--- src/rtl/lif_neuron.sv ---
// Leaky integrate-and-fire neuron: NUM_SYN weighted synapses, shift leak,
// saturating non-negative potential, selectable post-spike reset, refractory.
module lif_neuron #(
  parameter int NUM_SYN       = 4,
  parameter int WEIGHT_W      = 8,
  parameter int POT_W         = 16,
  parameter int THRESHOLD     = 10,
  parameter int LEAK_SHIFT    = 3,
  parameter int REFRACT_TICKS = 2,
  parameter int RESET_MODE    = 0,
  parameter int INIT_WEIGHT   = 1,
  localparam int AW           = (NUM_SYN > 1) ? $clog2(NUM_SYN) : 1
) (
  input  logic                clk_i,
  input  logic                rst_i,
  input  logic                tick_i,
  input  logic [NUM_SYN-1:0]  axon_i,
  input  logic                wr_en_i,
  input  logic [AW-1:0]       wr_addr_i,
  input  logic [WEIGHT_W-1:0] wr_data_i,
  output logic                spike_o,
  output logic [POT_W-1:0]    potential_o,
  output logic                refract_o
);
  localparam int SUM_W = WEIGHT_W + $clog2(NUM_SYN) + 1;
  localparam int EXT_W = ((POT_W > SUM_W) ? POT_W : SUM_W) + 2;
  localparam int CNT_W = (REFRACT_TICKS > 0) ? $clog2(REFRACT_TICKS + 1) : 1;
  localparam logic [POT_W-1:0]           POT_MAX  = {1'b0, {(POT_W-1){1'b1}}};
  localparam logic [POT_W-1:0]           THR      = POT_W'(THRESHOLD);
  localparam logic signed [WEIGHT_W-1:0] W_INIT   = WEIGHT_W'(INIT_WEIGHT);
  localparam logic [CNT_W-1:0]           CNT_INIT = CNT_W'(REFRACT_TICKS);

  typedef enum logic {INTEGRATE, REFRACTORY} state_t;

  logic signed [WEIGHT_W-1:0] weight [NUM_SYN];
  state_t                     state, state_d;
  logic [POT_W-1:0]           pot, pot_d, leaked, clamped;
  logic [CNT_W-1:0]           cnt, cnt_d;
  logic                       spike, spike_d;
  logic signed [SUM_W-1:0]    sum;
  logic signed [EXT_W-1:0]    n_raw;

  // Addresses at or above NUM_SYN match no entry, so those writes drop out.
  always_ff @(posedge clk_i) begin
    if (rst_i) begin
      for (int k = 0; k < NUM_SYN; k++) weight[k] <= W_INIT;
    end else begin
      for (int k = 0; k < NUM_SYN; k++)
        if (wr_en_i && wr_addr_i == AW'(k)) weight[k] <= wr_data_i;
    end
  end

  always_comb begin
    sum = '0;
    for (int k = 0; k < NUM_SYN; k++)
      if (axon_i[k]) sum = sum + {{(SUM_W-WEIGHT_W){weight[k][WEIGHT_W-1]}}, weight[k]};
  end

  assign leaked = (LEAK_SHIFT == 0) ? pot : pot - (pot >> LEAK_SHIFT);
  assign n_raw  = $signed({{(EXT_W-POT_W){1'b0}}, leaked})
                + $signed({{(EXT_W-SUM_W){sum[SUM_W-1]}}, sum});

  always_comb begin
    if (n_raw[EXT_W-1])
      clamped = '0;
    else if (n_raw > $signed({{(EXT_W-POT_W){1'b0}}, POT_MAX}))
      clamped = POT_MAX;
    else
      clamped = n_raw[POT_W-1:0];
  end

  always_comb begin
    state_d = state;
    pot_d   = pot;
    cnt_d   = cnt;
    spike_d = 1'b0;
    if (tick_i) begin
      case (state)
        INTEGRATE: begin
          if (clamped >= THR) begin
            spike_d = 1'b1;
            pot_d   = (RESET_MODE == 1) ? clamped - THR : '0;
            if (REFRACT_TICKS > 0) begin
              cnt_d   = CNT_INIT;
              state_d = REFRACTORY;
            end
          end else begin
            pot_d = clamped;
          end
        end
        REFRACTORY: begin
          // Potential frozen; leave once the count has run down to zero.
          cnt_d = cnt - 1'b1;
          if (cnt <= CNT_W'(1)) state_d = INTEGRATE;
        end
        default: state_d = INTEGRATE;
      endcase
    end
  end

  always_ff @(posedge clk_i) begin
    if (rst_i) begin
      state <= INTEGRATE;
      pot   <= '0;
      cnt   <= '0;
      spike <= 1'b0;
    end else begin
      state <= state_d;
      pot   <= pot_d;
      cnt   <= cnt_d;
      spike <= spike_d;
    end
  end

  assign spike_o     = spike;
  assign potential_o = pot;
  assign refract_o   = (state == REFRACTORY);
endmodule

--- config.mk ---
export PLATFORM = sky130hd
export DESIGN_NAME = lif_neuron
export DESIGN_NICKNAME = d
export VERILOG_FILES = /design/src/rtl/lif_neuron.sv
export SDC_FILE = /design/constraint.sdc
export NUM_CORES = 1
export LEC_CHECK = 0
export CAP_MARGIN = 40
export CORE_AREA = 2 2 121 123
export CTS_CLUSTER_SIZE = 28
export DETAILED_ROUTE_END_ITERATION = 12
export DIE_AREA = 0 0 123 125
export PLACE_DENSITY = 0.54
export SYNTH_ARGS = -nofsm -noshare
export SYNTH_HDL_FRONTEND = slang
export SYNTH_SLANG_ARGS = --single-unit
--- constraint.sdc ---
create_clock -name clk_i -period 9.96 [get_ports clk_i]
set_input_delay 0.996 -clock clk_i [delete_from_list [all_inputs] [get_ports clk_i]]
set_output_delay 0.996 -clock clk_i [all_outputs]
set_load 0.02 [all_outputs]
==> summary.md <==
| Metric | Value |
|---|---|
| Status | `complete, no violations` |
| Peak supply drop | `0.0699 mV` |
| Syn_area_per_cell | `8.55 sq um` |
| Layout Nets | `706` |
| Area grow syn2layout | `13.4%` |
| Antenna violations before repair | `0` |
| Most Frequent Cell on Critical Path | `ha_1` |
| Filler instances | `1436` |
| Synth Register Bits | `52` |
| Launch point of the worst reg-to-reg path | `weight[0][0]` |
| Dpl ws | `0.601 ns` |
| CTS max path bufs | `2` |
| Final Max Tran Viols | `0` |
| Total number of H-tree levels | `2` |
| Hpwl dp | `9.19 mm` |
| Final worst slack | `0.864 ns` |
| Ys async rst share | `0%` |
| Min-Delay Endpoint | `potential_o[15]` |
| Routed wire per std cell | `13.9 microns` |
| Synth Warn # | `0` |
| Clk Latency, worst-skew pair | `0.30 ns` |
| Final Wtd Congestion | `approximately 0.8` |
| R2r worst-path depth | `34` |
| Crit path largest cell delay | `approximately 0.61 ns` |
| Slew headroom | `about two fifths` |
| Setup Crit Path Kind | `input port to register` |
| Core area | `14200 sq um` |
| Hold Path Cell Cnt | `1` |
| Hold Path Origin | `potential_o[15]` |
| Number of buffers created by CTS | `5` |
| Inserted Diodes | `0` |
| Worst min path class | `register to register` |
| Post-route ant nets | `0` |
| Worst Setup Start Kind | `input port` |
| Fraction of layout cells with a size suffix above 1 | `6.50%` |
| Post-synth cell types | `72` |
| Starting density of the core | `36.1%` |
| Quantity of I/O buffers inserted on ports | `35` |
| Ranking of synthesized cells by area | `edfxtp_1 19%, ha_1 13%, dfxtp_1 7.8%` |
| Crit path max fanout | `12` |
| Reg2Reg Setup Slack | `1.79 ns` |
| Mapped cell area | `5130 sq um` |
| Die Width | `123 microns` |
| Number of enable flip-flop cells after synthesis | `32` |
| Sequential cell area fraction in the yosys report | `26.5%` |
| Total gr overflow | `0` |
| Yosys top cell by area | `edfxtp_1` |
| DIE AREA | `15400 sq um` |
| Boundary pin count | `36` |
| Clock transition at path regs | `0.07 ns` |
| Crit-path slowest cell | `a2111oi_4` |
| Sink Count | `52` |
| GRT Resource Usage Total | `15.4%` |
| WP data arrival | `9.34 ns` |
| Post-CTS setup buffers | `0` |
| Ys flop type | `edfxtp_1` |
| Terminus of the critical flop-to-flop path | `potential_o[1]` |
| Syn_nets | `676` |
| Die height | `approximately 130 microns` |
| DRT iter0 DRCs | `240` |
| Vias in the first global route | `4107` |
| Max cap viols | `0` |
| Data required time of the worst path | `between 10 and 15 ns` |
| Resize count post-CTS | `0` |
| Via count | `~4300` |
| WHS | `0.493 ns` |
| CTS Hold Bufs | `0` |
| Clock Tree Root | `clkbuf_16` |
| Pin count of the biggest net entering global routing | `19` |
| Setup TNS | `0 ns` |
| Finish-stage setup viols | `0` |
| Final wirelength | `11.4 mm` |
| Final Cycle Share | `91.3%` |
| Slew @ Worst Pin | `roughly 0.9 ns` |
| Tmin final | `9.10 ns` |
| Maximum clock frequency | `110 MHz` |
| Final Hold Fails | `0` |
| DRC violations left | `0` |
| TritonCTS clock tree | `yes` |
| Crit end category | `register` |
| Setup Skew | `approximately 0.0086 ns` |
| Leakage | `2.43 nW` |
| Unrepaired setup endpoints after global routing | `false` |
| Row count | `44` |
| Vias per cell | `5.23` |
| PwrDens | `132 nW/um^2` |
| Mapped Cells | `600` |
| First-pass GRT wire length | `a little under 20 mm` |
| Router iterations before antenna repair | `4` |
| Top cell type's share of synthesized area | `18.7%` |
[routing by layer]
metal  vias to the layer above  GRT usage, %  routed length (microns)
met1                      1988          22.0                     5740
met3                         6          1.78                      262
li1                       2223             -                        -
met2                        47          25.2                     5270
met4                         0          2.81                       90
met5                         -             0                        0
[layout by cell type (no fill, tap or decap), types with 14 or more instances in the layout]
cell and count:
a21oi_1 50, and2_1 47, clkdlybuf4s50_1 35, dfxtp_1 20
edfxtp_1 32, ha_1 53, inv_1 49, nand2_1 40
nor2_1 34, o21ai_0 33, xnor2_1 29, xor2_1 14
[sequential cells by signal, summed over array words and instances (netlist names)]
register / count
spike_o: 1
potential_o: 16
cnt: 2
refract_o: 1
weight: 32
[power by group]
group | total (W) | internal (W) | switching (W)
Clock | 0.000180 | 0.0000952 | 0.0000847
Combinational | 0.000338 | 0.000148 | 0.000190
Sequential | 0.000250 | 0.000241 | 0.00000846
[synth_stat cells (10+ instances only)]
| cell | number |
|---|---|
| inv_1 | 49 |
| xor2_1 | 14 |
| nand2b_1 | 11 |
| o21ai_0 | 33 |
| and2_1 | 47 |
| a21o_1 | 13 |
| ha_1 | 53 |
| dfxtp_1 | 20 |
| a21oi_1 | 50 |
| nor2_1 | 34 |
| edfxtp_1 | 32 |
| nand3_1 | 10 |
| nand2_1 | 40 |
| xnor2_1 | 29 |
| mux2_2 | 10 |
[how the worst max path moves through the flow]
stage / to / from / slack (ns)
2_1_floorplan: potential_o[0] / axon_i[0] / 1.75
3_3_place_gp: refract_o / axon_i[0] / 0.86
3_5_place_dp: cnt[1] / axon_i[0] / 0.60
4_1_cts: potential_o[1] / axon_i[0] / 0.90
5_1_grt: potential_o[1] / axon_i[0] / 0.24
6_report: potential_o[1] / axon_i[0] / 0.86
[metrics by stage]
step | cells | area, sq um | power (W) | util [%]
after floorplan | 600 | 5130 | 0.000520 | -
after global placement | 807 | 5670 | 0.000585 | 39.9
after detailed placement | 807 | 5670 | 0.000592 | 39.9
after CTS | 815 | 5820 | 0.000773 | 41.0
after global routing | 815 | 5820 | 0.000827 | 41.0
final | 815 | 5820 | 0.000767 | 41.0
[critical path: cells and delay by family]
family	cells	cell delay [ns]
AO/OA/AOI/OAI	15	3.36
adder cells (fa/ha/maj)	5	1.68
AND/OR/NAND/NOR	10	1.68
buffers and inverters	3	0.75
XOR/XNOR	4	0.59
multiplexers	1	0.28
[area by class of cell]
cell class              instances  area (sq um)  share of cell area, %
clock buffers                   5           125                   2.15
clock inverters                 3          25.0                  0.430
inverters                      50           188                   3.22
multi-input cells             484          3530                   60.6
flip-flops and latches         52          1360                   23.4
well taps                     184           230                   3.96
repair buffers                 37           365                   6.28
[kinds of logic after synthesis]
group           Yosys count  share of synthesized area (%)
simple gates            190                           19.7
compound gates          178                           23.6
buf+inv                  64                           4.75
fa+ha+maj                60                           15.3
flops                    52                           26.5
xor+xnor                 43                           7.34
mux                      13                           2.78
No activity file was read; power rests on OpenSTA's default activity.
